## src/rtl/stream_demux_if.sv

```systemverilog
// stream_demux_if: single-source stream in, N_CH registered streams out
interface stream_demux_if #(
  parameter int WIDTH = 8,
  parameter int N_CH  = 4,
  parameter int SEL_W = $clog2(N_CH)
);
  logic                  s_valid;
  logic                  s_ready;
  logic [WIDTH-1:0]      s_data;
  logic [SEL_W-1:0]      s_sel;
  logic                  s_last;
  logic [N_CH-1:0]       m_valid;
  logic [N_CH-1:0]       m_ready;
  logic [N_CH*WIDTH-1:0] m_data;
  logic [N_CH-1:0]       m_last;
  modport slave (input s_valid, s_data, s_sel, s_last, m_ready,
                 output s_ready, m_valid, m_data, m_last);
  modport master (output s_valid, s_data, s_sel, s_last, m_ready,
                  input s_ready, m_valid, m_data, m_last);
endinterface

```

## src/rtl/stream_demux.sv

```systemverilog
// stream_demux: registered 1:N_CH stream demux with packet locking and drop counting
module stream_demux #(
  parameter int WIDTH       = 8,
  parameter int N_CH        = 4,
  parameter int SEL_W       = $clog2(N_CH),
  parameter int PACKET_MODE = 1
) (
  input  logic           clk,
  input  logic           rst_n,
  stream_demux_if.slave  bus,
  output logic           busy,
  output logic [7:0]     drop_cnt
);
  typedef enum logic [1:0] {IDLE, LOCK, DROP} state_t;
  localparam logic [SEL_W:0] N_LIM = (SEL_W+1)'(N_CH);
  state_t                state, state_nx;
  logic [SEL_W-1:0]      lock_ch, target;
  logic                  tgt_ok, tgt_free, rdy, accept, load, drop;
  logic [N_CH-1:0]       vld, lst, free;
  logic [N_CH*WIDTH-1:0] dat;
  assign bus.s_ready = rdy;
  assign bus.m_valid = vld;
  assign bus.m_last  = lst;
  assign bus.m_data  = dat;
  assign busy        = state != IDLE;
  // Target selection, source back-pressure and next FSM state
  always_comb begin
    target   = (PACKET_MODE != 0 && state == LOCK) ? lock_ch : bus.s_sel;
    tgt_ok   = {1'b0, target} < N_LIM;
    free     = ~vld | bus.m_ready;
    tgt_free = 1'b0;
    for (int k = 0; k < N_CH; k++) tgt_free = (target == SEL_W'(k)) ? free[k] : tgt_free;
    rdy      = (state == DROP || !tgt_ok) ? 1'b1 : tgt_free;
    accept   = bus.s_valid && rdy;
    load     = accept && tgt_ok && state != DROP;
    drop     = accept && !load;
    state_nx = (PACKET_MODE == 0 || !accept) ? state :
               (state == IDLE) ? (bus.s_last ? IDLE : tgt_ok ? LOCK : DROP) :
               (bus.s_last ? IDLE : state);
  end
  // Per-channel output registers: load on accepted beat, clear valid on drain
  always_ff @(posedge clk or negedge rst_n) begin
    if (!rst_n) begin
      vld <= '0;
      lst <= '0;
      dat <= '0;
    end else begin
      for (int k = 0; k < N_CH; k++) begin
        if (load && target == SEL_W'(k)) begin
          vld[k]                <= 1'b1;
          lst[k]                <= bus.s_last;
          dat[k*WIDTH +: WIDTH] <= bus.s_data;
        end else if (bus.m_ready[k]) begin
          vld[k] <= 1'b0;
        end
      end
    end
  end
  // FSM state, locked channel and saturating drop counter
  always_ff @(posedge clk or negedge rst_n) begin
    if (!rst_n) begin
      state    <= IDLE;
      lock_ch  <= '0;
      drop_cnt <= '0;
    end else begin
      state    <= state_nx;
      lock_ch  <= (state == IDLE && load) ? target : lock_ch;
      drop_cnt <= (drop && drop_cnt != 8'hFF) ? drop_cnt + 8'd1 : drop_cnt;
    end
  end
endmodule
```

## src/flat_wrapper.sv

```systemverilog
// flat-port wrapper written by rule: the top's interface ports become plain ports
module stream_demux_flat 
#(
  parameter int WIDTH       = 8,
  parameter int N_CH        = 4,
  parameter int SEL_W       = $clog2(N_CH),
  parameter int PACKET_MODE = 1
)
  (clk, rst_n, busy, drop_cnt, bus_s_valid, bus_s_data, bus_s_sel, bus_s_last, bus_m_ready, bus_s_ready, bus_m_valid, bus_m_data, bus_m_last);
  stream_demux_if #(.WIDTH(WIDTH), .N_CH(N_CH), .SEL_W(SEL_W)) bus_i ();
  input  logic clk;
  input  logic rst_n;
  output logic busy;
  output logic [7:0] drop_cnt;
  input wire logic [$bits(bus_i.s_valid)-1:0] bus_s_valid;
  input wire logic [$bits(bus_i.s_data)-1:0] bus_s_data;
  input wire logic [$bits(bus_i.s_sel)-1:0] bus_s_sel;
  input wire logic [$bits(bus_i.s_last)-1:0] bus_s_last;
  input wire logic [$bits(bus_i.m_ready)-1:0] bus_m_ready;
  output wire logic [$bits(bus_i.s_ready)-1:0] bus_s_ready;
  output wire logic [$bits(bus_i.m_valid)-1:0] bus_m_valid;
  output wire logic [$bits(bus_i.m_data)-1:0] bus_m_data;
  output wire logic [$bits(bus_i.m_last)-1:0] bus_m_last;
  assign bus_i.s_valid = bus_s_valid;
  assign bus_i.s_data = bus_s_data;
  assign bus_i.s_sel = bus_s_sel;
  assign bus_i.s_last = bus_s_last;
  assign bus_i.m_ready = bus_m_ready;
  assign bus_s_ready = bus_i.s_ready;
  assign bus_m_valid = bus_i.m_valid;
  assign bus_m_data = bus_i.m_data;
  assign bus_m_last = bus_i.m_last;
  stream_demux #(.WIDTH(WIDTH), .N_CH(N_CH), .SEL_W(SEL_W), .PACKET_MODE(PACKET_MODE)) u_core (.clk(clk), .rst_n(rst_n), .bus(bus_i), .busy(busy), .drop_cnt(drop_cnt));
endmodule
```

## config.mk

```make
export PLATFORM = sky130hd
export DESIGN_NAME = stream_demux_flat
export DESIGN_NICKNAME = d
export VERILOG_FILES = /design/src/rtl/stream_demux_if.sv /design/src/rtl/stream_demux.sv /design/src/flat_wrapper.sv
export SDC_FILE = /design/constraint.sdc
export NUM_CORES = 1
export LEC_CHECK = 0
export BUFFER_PORTS_ARGS = -buffer_cell sky130_fd_sc_hd__buf_2
export CORE_ASPECT_RATIO = 0.8
export CORE_MARGIN = 3
export CORE_UTILIZATION = 50
export CTS_BUF_LIST = sky130_fd_sc_hd__clkbuf_4
export DETAILED_ROUTE_END_ITERATION = 7
export PLACE_DENSITY = 0.82
export SYNTH_ARGS = -nofsm -noshare
export SYNTH_HDL_FRONTEND = slang
export SYNTH_SLANG_ARGS = --single-unit
```

## constraint.sdc

```tcl
create_clock -name clk -period 4.1 [get_ports clk]
set_input_delay 0.205 -clock clk [delete_from_list [all_inputs] [get_ports clk]]
set_output_delay 0.205 -clock clk [all_outputs]
set_load 0.01 [all_outputs]
```

==> implementation parameters <==
Parameter                              Value

Clock network
  Number of H-tree levels ... 2
  Sink Count ... 43
  Root buffer cell ... sky130_fd_sc_hd__clkbuf_4
  CTS tree ... done
  Source-to-sink clock delay at the later pin of the worst-skew pair ... 0.35 ns
  Clock transition at the registers of the reported paths ... around 0.13 ns
  Deepest clock path buffer count ... 2
  Post-CTS Setup Bufs ... 0
  Number of buffers created by CTS ... 5

Timing
  Worst slew margin relative to its limit ... 0.397
  Worst hold margin ... about 0.11 ns
  Worst-margin pin slew ... 0.905 ns
  Endpoints failing setup ... 0
  Fin. max-slew vios ... 0
  Crit path setup slack, layout ... 1.48 ns
  Fin Clk Skew ... 0.00825 ns
  Setup repair after global routing missed its margin ... no
  Part of the cycle the worst path needs ... 0.640
  Minimum clock period ... about 2.6 ns
  Highest clock rate ... 0.381 GHz
  Final count of hold timing violations ... 0
  Final setup TNS ... 0 ns

Synth
  Leading area contributor after synthesis ... sky130_fd_sc_hd__dfrtp_1
  Area share of the largest cell type after synthesis ... 0.568
  Main synth FF type ... sky130_fd_sc_hd__dfrtp_1
  Synth cell types ... 26
  Post-synthesis share of cell area spent on xor and xnor gates ... 0
  Avg Cell Area, Syn ... 15.0 sq um
  Synth area leaders ... sky130_fd_sc_hd__dfrtp_1 (57%), sky130_fd_sc_hd__mux2_2 (17%), sky130_fd_sc_hd__mux2_4 (7.1%)
  Ys async rst share ... 1.00
  Complex-gate fraction of the synthesized area ... 0.0707
  Proportion of synthesized chip area in sequential cells ... 0.568
  Adder-cell share of the synthesized area ... 0
  Synthesized-area fraction occupied by and/or/nand/nor cells ... 0.0548
  Yosys warning count ... 0
  Post-Syn Area ... 1890 sq um
  Main combinational cell family by area after synthesis ... multiplexers
  Mux share of post-synthesis cell area ... 0.244
  Post-synth EDFFs ... 0
  Synthesized instance count ... 126
  #FFs+latches synth ... 43

Die
  Height of the die ... 61.1 um
  Site row count ... 19
  Starting Density ... 0.535
  Die extent in x ... 74.8 um
  Die area ... 4570 sq um
  Top Ports ... 68
  Floorplan Core Area ... 3540 sq um

Global routing
  Global-route track usage on met3 ... 0.0522
  Global-route wire length before repair ... 6330 um
  Global route total overflow ... 0
  Maximum number of pins on one net before global-route repair ... 44
  Met2 track utilization from global routing ... 0.322
  Number of global-route vias before repair ... ~1300
  Initial antenna violation count ... 0
  GRT Overall Usage ... 0.191
  Busiest layer in global routing ... met2
  Fraction of met1 tracks used by global routing ... 0.240

Worst setup path
  Kind of launch point of the worst setup path ... flip-flop
  Critical path arrival ... ~2.9 ns
  Element type at the critical path end ... flip-flop
  Path type of the worst setup path ... flip-flop to flip-flop
  Maximum net fanout on the critical path ... 11
  Required time reported for the critical path endpoint ... 4.35 ns

Status
  Result of the run ... finished clean

Detailed routing
  Routed wire length per instance ... roughly 17 um
  Final wirelength ... 3890 um
  DR vias ... 1246
  Detailed Routing Iterations Pass 1 ... 4
  DRC errors left ... 0
  Number of vias per cell after detailed routing ... about 5.4
  Number of nets with antenna violations after routing ... 0
  Iteration-0 DRC count of the detailed router ... 37

Power
  Leak ... 1.09 nW
  VDD IR max ... between 0.3 and 0.4 mV
  Total power per unit cell area ... 705 nW/um^2
  Total Power Consumption ... 1.58 mW

Job
  Maxcap violations ... 0

Worst hold path
  Type of the most critical hold path ... input port to flip-flop

Layout
  Share of post-route cells with drive strength above 1 ... 0.605
  Number of fillers in the final layout ... 284
  Antenna diode count ... 0
  Synthesis-to-finish area growth ... 18.4%
  Nets@finish ... just over 200

Place
  Final weighted congestion of routability-driven global placement ... 0.862
  Hpwl dp ... around 2900 um
  Count of buffers inserted at the top-level ports ... 59
  Worst-case setup slack after placement ... ~1.5 ns
[cell usage in the layout (no fill, tap or decap), types with 3 or more instances in the layout]
cell type	n
sky130_fd_sc_hd__mux2_2	29
sky130_fd_sc_hd__clkbuf_4	5
sky130_fd_sc_hd__buf_2	59
sky130_fd_sc_hd__nand2b_1	3
sky130_fd_sc_hd__conb_1	8
sky130_fd_sc_hd__a211oi_4	3
sky130_fd_sc_hd__mux2_4	9
sky130_fd_sc_hd__inv_1	3
sky130_fd_sc_hd__or3b_2	3
sky130_fd_sc_hd__a21o_1	3
sky130_fd_sc_hd__dfrtp_1	43
[area by class of cell]
cell class,instances,area [sq um],area share
clock inverters,3,20.0,0.00893
inverters,5,21.3,0.00949
repair buffers,60,305,0.136
multi-input cells,74,729,0.325
well taps,42,52.6,0.0234
flip-flops and latches,43,1080,0.480
clock buffers,5,37.5,0.0167
[routing by layer]
metal  up-vias  routed length (um)
met1       625                1580
met2        62                1940
met3         6                 307
li1        553                   -
met5         -                   0
met4         0                  54
[through the flow]
step                      std cells   util  area, sq um
after floorplan                 133      -         1920
after global placement          223  0.614         2170
after detailed placement        223  0.614         2170
after CTS                       232  0.633         2240
after global routing            232  0.633         2240
final                           232  0.633         2240
[worst paths after layout]
path	slack, ns	to	from	depth (start not counted)
max in group asynchronous	3.03	u_core.bus.m_data[14]$_DFFE_PN0P_	rst_n	2
hold / removal	0.11	u_core.bus.m_data[25]$_DFFE_PN0P_	bus_s_data[1]	2
setup reg to reg	1.48	u_core.bus.m_data[3]$_DFFE_PN0P_	u_core.state[0]$_DFFE_PN0P_	5
min in group asynchronous	0.51	u_core.bus.m_data[2]$_DFFE_PN0P_	rst_n	2
setup / recovery	1.48	u_core.bus.m_data[3]$_DFFE_PN0P_	u_core.state[0]$_DFFE_PN0P_	5
hold reg to reg	0.52	u_core.bus.m_data[9]$_DFFE_PN0P_	u_core.bus.m_data[9]$_DFFE_PN0P_	1
[where the power goes]
part	switching (mW)	internal (mW)
Combinational	0.296	0.344
Sequential	0.117	0.622
Clock	0.137	0.0655
[cell usage after synthesis, drive strengths merged, types with 2 or more instances]
master	count
dfrtp	43
mux2	38
buf	11
inv	4
a211oi	3
a21o	3
a21oi	3
nand2b	3
or3b	3
nand3b	2
o21ai	2
[flip-flops by register name (all words and copies together) (netlist names)]
name	cells
u_core.bus.m_data	32
u_core.state	1
u_core.lock_ch	2
u_core.bus.m_last	4
u_core.bus.m_valid	4
[what timing repair did]
action | CTS | global route
hold endpoints to repair | 34 | 0
resized for setup | 0 | 0
hold buffers | 1 | 0
[critical path: stages, from the launching register on]
cell                       delay, ns
sky130_fd_sc_hd__dfrtp_1        0.55
sky130_fd_sc_hd__or3b_2         0.24
sky130_fd_sc_hd__a21oi_2        0.06
sky130_fd_sc_hd__a2111o_1       0.58
sky130_fd_sc_hd__a211oi_4       0.68
sky130_fd_sc_hd__mux2_2         0.41
[logic make-up after synthesis]
kind of cell,after synthesis
mux,38
flops,43
other cells,1
simple gates,15
buf+inv,16
compound gates,13
(Power assumes the default switching activity.)
